===== config.mk =====
export PLATFORM = sky130hd
export DESIGN_NAME = priority_arbiter_n
export DESIGN_NICKNAME = d
export VERILOG_FILES = /design/src/rtl/arb_pkg.sv /design/src/rtl/prio_rr_pick.sv /design/src/rtl/priority_arbiter_n.sv
export SDC_FILE = /design/constraint.sdc
export NUM_CORES = 1
export LEC_CHECK = 0
export CAP_MARGIN = 0
export CORE_MARGIN = 4
export CORE_UTILIZATION = 40
export DETAILED_ROUTE_END_ITERATION = 10
export PLACE_DENSITY = 0.75
export SKIP_CTS_REPAIR_TIMING = 1
export SKIP_LAST_GASP = 1
export SYNTH_ARGS = -nofsm -noshare
export SYNTH_HDL_FRONTEND = slang
export SYNTH_SLANG_ARGS = --single-unit

===== constraint.sdc =====
create_clock -name clk -period 4.14 [get_ports clk]
set_input_delay 0.828 -clock clk [delete_from_list [all_inputs] [get_ports clk]]
set_output_delay 0.828 -clock clk [all_outputs]
set_load 0.01 [all_outputs]

===== src/rtl/arb_pkg.sv =====
// Shared types and constants for the N-input priority / round-robin arbiter.
package arb_pkg;

    typedef enum logic {
        IDLE  = 1'b0,
        GRANT = 1'b1
    } state_t;

    localparam logic MODE_FIXED = 1'b0;
    localparam logic MODE_RR    = 1'b1;

endpackage


===== src/rtl/prio_rr_pick.sv =====
// Combinational winner select: highest index in fixed mode, first set bit
// at or above ptr (wrapping) in round-robin mode.
module prio_rr_pick
    import arb_pkg::*;
#(
    parameter int N = 8,
    localparam int IDX_W = $clog2(N)
) (
    input  logic [N-1:0]     req,
    input  logic [IDX_W-1:0] ptr,
    input  logic             mode,
    output logic [IDX_W-1:0] w,
    output logic             any
);

    int j;

    always_comb begin
        w = '0;
        j = 0;
        if (mode == MODE_FIXED) begin
            for (int i = 0; i < N; i++)
                if (req[i]) w = IDX_W'(i);
        end else begin
            // Walk offsets downward so the offset nearest ptr is written last.
            for (int k = N - 1; k >= 0; k--) begin
                j = int'(ptr) + k;
                if (j >= N) j = j - N;
                if (req[j]) w = IDX_W'(j);
            end
        end
    end

    assign any = |req;

endmodule


===== src/rtl/priority_arbiter_n.sv =====
// Registered N-input arbiter with request/acknowledge handshake; a grant is
// held until ack, and a new winner can be issued on the ack edge.
module priority_arbiter_n
    import arb_pkg::*;
#(
    parameter int N = 8,
    localparam int IDX_W = $clog2(N)
) (
    input  logic             clk,
    input  logic             rst,
    input  logic             mode,
    input  logic [N-1:0]     req,
    input  logic             ack,
    output logic [N-1:0]     grant,
    output logic [IDX_W-1:0] idx,
    output logic             valid
);

    state_t           state;
    logic [IDX_W-1:0] ptr;
    logic [IDX_W-1:0] ptr_adv;
    logic [IDX_W-1:0] ptr_pick;
    logic [IDX_W-1:0] w;
    logic             any;
    logic             rr_ack;

    assign ptr_adv  = (idx == IDX_W'(N - 1)) ? '0 : idx + IDX_W'(1);
    assign rr_ack   = (state == GRANT) && ack && (mode == MODE_RR);
    // Same-edge re-arbitration must already see the advanced pointer.
    assign ptr_pick = rr_ack ? ptr_adv : ptr;

    prio_rr_pick #(.N(N)) u_pick (
        .req  (req),
        .ptr  (ptr_pick),
        .mode (mode),
        .w    (w),
        .any  (any)
    );

    always_ff @(posedge clk) begin
        if (rst) begin
            state <= IDLE;
            grant <= '0;
            idx   <= '0;
            valid <= 1'b0;
            ptr   <= '0;
        end else begin
            case (state)
                IDLE: begin
                    if (any) begin
                        grant <= {{(N-1){1'b0}}, 1'b1} << w;
                        idx   <= w;
                        valid <= 1'b1;
                        state <= GRANT;
                    end
                end
                GRANT: begin
                    if (ack) begin
                        if (rr_ack) ptr <= ptr_adv;
                        if (any) begin
                            grant <= {{(N-1){1'b0}}, 1'b1} << w;
                            idx   <= w;
                        end else begin
                            grant <= '0;
                            valid <= 1'b0;
                            state <= IDLE;
                        end
                    end
                end
                default: state <= IDLE;
            endcase
        end
    end

endmodule

==> flow_summary.yaml <==
critical_path:
  crit_arrival_ns: 4.04
  r2r_cells: 14
  crit_path_start: "ack"
  worst_setup_path_end_kind: "flop"
  crit_end: "grant[6]"
  worstPathRequired_ns: 4.29
  rr_endpoint: "grant[6]"
  r2r-start: "idx[0]"
  worst-path-max-fanout: 15
  crit_type: "in2reg"
  r2r_slack_ns: 0.66
  start_kind: "primary input"
power:
  internal_power_uw: 403
  total_power_uw: 642
  switching_share_pct: 37.3
  pwr-share-seq_pct: 27.5
  p_clk_share_pct: 21.2
  power_frac_comb_pct: 51.3
  peakVddDrop_v: 0.000249
  switchingPower_uw: 239
  powerDensity_nw_per_um2: 307
  p_leak_uw: 0.000883
placed_design:
  port_buffers: 23
  dp_hpwl_um: 3390
  gp_congestion: 0.919
  dp.cells: 282
run:
  maxCapViolCount: 0
clocking:
  cts_max_level: 1
  cts_tree: "built"
  clock_latency_ns: 0.25
  cts_made_buffers: 3
  clk_path_buf_depth: 2
  cts.sinks: 16
  cts_root_buf: "clkbuf_8"
  clk_pin_slew_ns: 0.06
synthesis:
  synthSimpleGateAreaFrac_pct: 24.7
  synthXorXnorAreaFrac_pct: 3.71
  synth_area_sq_um: 1650
  synth_edf_count: 0
  synth_cell_types: 52
  synth_top_family_by_area: "simple AND/OR/NAND/NOR gates"
  ys_ff_latch: 16
  async_flop_share_pct: 0
  synthesis.nets: 217
  synth_adder_area_share_pct: 2.27
  synth_top_flop_cell: "dfxtp_1"
  yosysWarnings: 0
  synthCells: 202
  muxShareOfSynthArea_pct: 23.5
  synth_area_per_cell_sq_um: 8.18
  ys_seq_area_share_pct: 19.4
  synth-compound-area-share_pct: 22.0
timing:
  period_share_pct: 94.0
  tightest_slew_ns: 0.663
  max_freq_mhz: 257
  setup_viol: 0
  whs_ns: 0.467
  finalHoldViolations: 0
  grt_setup_unrepaired: "false"
  slew_headroom_pct: 55.8
  clock_skew_ns: 0.00392
  period_minus_slack_ns: 3.89
  drv_slew: 0
routing:
  drtAntennaViolNets: 0
  via_per_inst: 5.74
  totalWireLength_um: 4460
  routedWlPerCell_um: 15.6
  dr.pass1.iters: 4
  vias: 1643
  drt_iter0_drc: 53
  drc: 0
die:
  core_area_sq_um: 4000
  start_util_pct: 41.3
  ios: 24
  die_w_um: 72.3
  row_count: 23
  die_h_um: 72.3
  die-area_sq_um: 5220
worst_hold_path:
  hp-class: "reg2reg"
  holdPathStages: 2
global_route:
  grt_max_degree: 19
  grtUsageTotal_pct: 17.4
  gr-total-overflow: 0
  antenna_found_initial: 0
  grt_pass1_vias: 1539
  grt_pass1_wl_um: 7290
layout:
  final_layout_size_suffix_gt1_share_pct: 19.1
  ff_latch_area_sq_um: 320
  syn_to_final_growth_pct: 26.5
  final_util_pct: 52.3
  fin_cells: 286
  diodes: 0
  final_nets: 252
  multi_input_area_sq_um: 1280
  fill_cells: 357
outcome:
  status: "complete, no violations"
-- routing by layer --
layer	track usage, %	vias to the layer above	wire (um)	part of all wire, %
met4	2.71	0	14	0.31
met3	3.74	4	239	5.4
met5	0	-	0	0
met2	28.7	47	2180	49
met1	23.6	784	2020	45
li1	-	808	-	-
-- layout make-up --
cell class                 instances  area share [%]
tap                               50            2.99
multi-input combinational        174            61.3
inverter                           4           0.718
timing repair buffer              38            17.0
sequential                        16            15.3
clock buffer                       4            2.63
-- registers in the layout (all words and copies together), names as in the netlist --
name / count
grant: 8
idx: 3
ptr: 3
state: 1
valid: 1
-- worst max-delay path, cell delays in order --
cell and delay, ns:
clkdlybuf4s50_1 0.53, and3_4 0.25, mux2i_4 0.23, buf_4 0.28, mux2i_2 0.41, mux2i_1 0.12, mux2_2 0.34, nor2_2 0.13
o21ai_2 0.08, a2111oi_4 0.39, nor2_2 0.13, o41ai_2 0.32
-- power by group through the flow --
stage	clock (uW)	combinational (uW)	sequential, uW
floorplan	0	216	182
global placement	0	315	179
detailed placement	0	317	179
finish	136	329	176
CTS	139	319	177
global route	146	358	178
-- per-stage QoR --
step                      setup WS (ns)  area, sq um  TNS [ns]
after floorplan                   0.113         1650         0
final                             0.248         2090         0
after global routing             0.0377         2090         0
after CTS                         0.216         2070         0
after detailed placement        -0.0110         2010   -0.0254
after global placement          -0.0397         2010    -0.109
-- synth_stat cells, types with 2 or more instances --
cell type	n	area [sq um]
nor2_1	31	116
mux2i_1	27	270
nand2_1	20	75.1
dfxtp_1	16	320
a21oi_1	8	40.0
nor3_1	6	30.0
nand3_1	5	25.0
nor2b_1	5	31.3
o31ai_1	5	37.5
xnor2_1	5	43.8
mux2_2	4	45.0
nand2b_1	4	25.0
o21ai_0	4	20.0
o41ai_2	4	65.1
and2_1	3	18.8
ha_1	3	37.5
inv_1	3	11.3
a211oi_1	2	15.0
a221oi_1	2	17.5
a22oi_1	2	15.0
buf_1	2	7.51
buf_2	2	10.0
buf_6	2	22.5
mux2i_2	2	27.5
mux2i_4	2	45.0
nor2_2	2	12.5
o21ai_1	2	10.0
o21ai_2	2	17.5
o311ai_1	2	17.5
or3_1	2	12.5
xor2_1	2	17.5
-- cells by family (layout without fill, tap and decap cells) --
logic type      count (synthesis)  in the layout
fa+ha+maj                       3              3
buf+inv                        12             46
xor+xnor                        7              7
flops                          16             16
simple gates                   86             86
mux                            35             35
compound gates                 43             43
-- cell usage in the layout, fill, tap and decap left out, drive strengths merged, types with 4 or more instances in the layout --
cell type      netlist  layout
mux2                 4       4
buf                  7      15
inv                  4       4
xnor2                5       5
o41ai                4       4
o31ai                5       5
nand2b               4       4
and2                 4       4
nor2                33      33
nor3                 6       6
nand2               21      21
nand3                5       5
a21oi                8       8
clkdlybuf4s50        0      23
mux2i               31      31
clkbuf               1       4
dfxtp               16      16
o21ai                8       8
nor2b                5       5
-- how the worst min path moves through the flow --
stage                    end      from
global placement    grant[4]  grant[4]
CTS                 grant[4]  grant[4]
detailed placement  grant[4]  grant[4]
floorplan           grant[1]  grant[1]
finish              grant[4]  grant[4]
global route        grant[4]  grant[4]
Note: power is estimated with default switching activity, not from simulation.
==> patch 1, RTL diff (same flow settings) <==
`N` is set to 8 in 2 places; all go to 16.
--- a/src/rtl/prio_rr_pick.sv
+++ b/src/rtl/prio_rr_pick.sv
@@ -5,3 +5,3 @@
 #(
-    parameter int N = 8,
+    parameter int N = 16,
     localparam int IDX_W = $clog2(N)
--- a/src/rtl/priority_arbiter_n.sv
+++ b/src/rtl/priority_arbiter_n.sv
@@ -5,3 +5,3 @@
 #(
-    parameter int N = 8,
+    parameter int N = 16,
     localparam int IDX_W = $clog2(N)
Ports: changed (resized grant, idx and req); port bits go from 24 to 41. The function was not compared with the original's and may differ.
==> patch 1 against the unedited design <==
  * Largest power group unchanged
  * Total power grew to 3.0 times the old value
  * Setup slack got worse by 360 ps
  * Routed wire length grew to 3.4 times the old value
  * Design area grew to 2.8 times the old value
  * Clock power grew 54%
  * Largest cell class unchanged
  * The run now ends with setup timing left
  * Area after synthesis grew 120%
  * Sequential power up 60%
  * Fmax shrank 8.4%
  * Non-clock buffer count up 151
  * Critical path type unchanged
  * Sequential share of layout area fell by 6.3 points
  * Sequential cell count grew 10
==> patch 1: results <==
placed_design:
  gp_congestion: 1.047
  placed_area_um2: 5134
  dp_cells: 692
  place_ws_ps: -954.0
  io_buffers: 40
  hpwl_um: 11230
yosys:
  seq_area_frac_synth_pct: 14.29
  yosys_register_bits: 26
  yosys-top-cells-area: "dfxtp_1, mux2i_1, mux2_2"
  synth_fa_ha_area_share_pct: 2.405
  synthMuxAreaShare_pct: 23.57
  yosysUniqueCellTypes: 84
  synth_xor_area_share_pct: 4.500
  synth_compound_area_share_pct: 30.50
  synthTopCellsByCount: "nand2_1, mux2i_1, nor2_1, a21oi_1, dfxtp_1"
  syn_area_per_cell_um2: 8.335
worst_setup_path:
  crit_family: "compound AO/OA/AOI/OAI gates"
  critical_path.slowest_cell: "mux4_2"
  arrival_ps: 4440
  worst_path_largest_cell_delay_ps: 560
  path_max_fanout: 8
final_layout:
  final_nets: 635
  area_share_clock_buf_inv_pct: 1.240
  area_growth_pct: 57.88
  clkbuf_count: 3
  fin_cells: 715
  multi_input_area_share_pct: 58.20
  num-nonclk-inverters: 21
  num-nonclk-buffers: 189
  reg.largest.list: "grant (16), idx (4), ptr (4)"
  multi_input_cells: 367
  bufAreaShareNonClock_pct: 27.59
  fillers: 687
pwr:
  leakage_nw: 2.319
  power_density_nw_per_um2: 336.5
  irDropWorstVdd_mv: 0.2038
  combinationalPower_mw: 1.44
  p_sw_uw: 850.9
  power_frac_clock_pct: 10.9
drt:
  routed-wl-met2_um: 7136
  vias_per_cell: 6.351
  wl_met3_um: 1360
  met1_length_um: 5834
  wl_um: 14970
  initialDrtViolationCount: 566
grt:
  gr-usage-met2_pct: 42.65
  grt_pass1_vias: 4135
  grt_util_all_layers_pct: 25.38
  use_met1_pct: 32.42
  grt_max_degree: 20
timing:
  finalWorstSetupSlack_ps: -108.1
  relSlewSlack_pct: 55.66
  setup-tns-final_ps: -1146
  setup_viol: 17
  skew_ps: 8.114
clock_tree:
  insertion_delay_ps: 280
  clkTransAtPathRegs_ps: 90
run_status:
  violations: "setup timing"
  status: "finished, violations left"
die:
  die-area_um2: 10700
## patch 1: cell types whose count changed after synthesis, moves of 10 or more
| cell | delta |
|---|---|
| a21oi_1 | +19 |
| o21ai_0 | +13 |
| mux2_2 | +14 |
| inv_1 | +14 |
| nand2_1 | +15 |
| nand3_1 | +11 |
| dfxtp_1 | +10 |
## patch 1: final timing paths
kind	start	to	slack (ps)	cells past startpoint
hold reg to reg	grant[3]$_SDFFE_PP0P_	grant[3]$_SDFFE_PP0P_	460	2
setup reg to reg	idx[0]$_SDFFE_PP0P_	grant[7]$_SDFFE_PP0P_	90	15
hold / removal	grant[3]$_SDFFE_PP0P_	grant[3]$_SDFFE_PP0P_	460	2
setup / recovery	mode	grant[7]$_SDFFE_PP0P_	-110	16
## patch 1: worst min-delay path: stages (launching register included)
cell     delay [ps]
dfxtp_1         320
nand2_1          50
o31ai_1          50
==> patch 2, RTL diff (same flow settings) <==
Made on the original files. Reset style: asynchronous (`rst`), changed in one clocked block.
--- a/src/rtl/priority_arbiter_n.sv
+++ b/src/rtl/priority_arbiter_n.sv
@@ -39,3 +39,3 @@
 
-    always_ff @(posedge clk) begin
+    always_ff @(posedge clk or posedge rst) begin
         if (rst) begin
Formal check against the unedited RTL: differs if rst is asserted again (counterexample within 4 cycles, from zero or initial values and one cycle with rst high); with rst held inactive, the same outputs for 4 cycles.
==> patch 2 against the unedited design <==
  * Count of clock-buffer cells in the layout shrank 1
  * Via count fell by 9.9%
  * Global-route usage is 1.3 points lower
  * Routed wire length is 8.6% lower
  * Fmax down 2.1%
  * Sequential cell count unchanged
  * Design area decreased by 0.66%
  * Setup slack lost 83 ps
  * Clock skew decreased by 0.61 ps
  * Critical path depth did not move
  * Area after synthesis down 1.8%
  * Critical endpoint is now grant[5]$_DFFE_PP0P_
Power is left out: it rests on default switching activity, and per cell area and clock period it moved more than threefold.
==> patch 2: results <==
final_layout:
  multi_input_cells: 140
  num-nonclk-inverters: 10
  final_nets: 227
  area_share_clock_buf_inv_pct: 1.988
  multi_input_area_um2: 1170
  fillers: 349
  num-nonclk-buffers: 41
yosys:
  seq_area_frac_synth_pct: 24.67
  syn_nets: 186
drt:
  wl_met3_um: 256
  initialDrtViolationCount: 92
  vias_per_cell: 5.740
timing:
  tightest_slew_ps: 583.6
  skew_ps: 3.306
  fmax_mhz: 251.5
  whs_ps: 497.2
grt:
  grt_util_met3_pct: 3.086
  grt_max_degree: 17
  gr-usage-met2_pct: 25.41
worst_hold_path:
  min_to: "grant[0]$_DFFE_PP0P_"
  hold_start: "grant[0]$_DFFE_PP0P_"
  holdPathStages: 1
run_status:
  status: "finished clean"
placed_design:
  gp_congestion: 0.9296
  place_ws_ps: -80.67
  placed_area_um2: 2023
  hpwl_um: 3214
worst_setup_path:
  r2r_start: "idx[0]$_DFFE_PP0P_"
  critPathLaunch: "mode"
  path_max_fanout: 5
  regToRegSetupSlack_ps: 530
patch 2: through the flow:
step                      utilization (%)  cells
after floorplan                         -    171
after global placement              53.26    255
after detailed placement            53.26    255
after CTS                           54.35    258
after global routing                54.68    258
final                               54.68    258
patch 2: cells by family after synthesis:
| family | count (synthesis) | synth area share [%] |
|---|---|---|
| buffers and inverters | 15 | 4.010 |
| adder cells (fa/ha/maj) | 3 | 2.313 |
| AO/OA/AOI/OAI | 41 | 18.58 |
| multiplexers | 48 | 33.31 |
| flip-flops | 16 | 24.67 |
| AND/OR/NAND/NOR | 42 | 13.88 |
| XOR/XNOR | 6 | 3.238 |
patch 2: worst max-delay path, cell delays in order:
cell,delay (ps)
clkdlybuf4s50_1,570
nand3_4,130
mux2i_2,220
inv_1,80
ha_1,310
mux4_2,540
mux2_2,310
or2_1,270
nor3_1,190
a211oi_1,130
o21ba_1,250
a32o_1,270
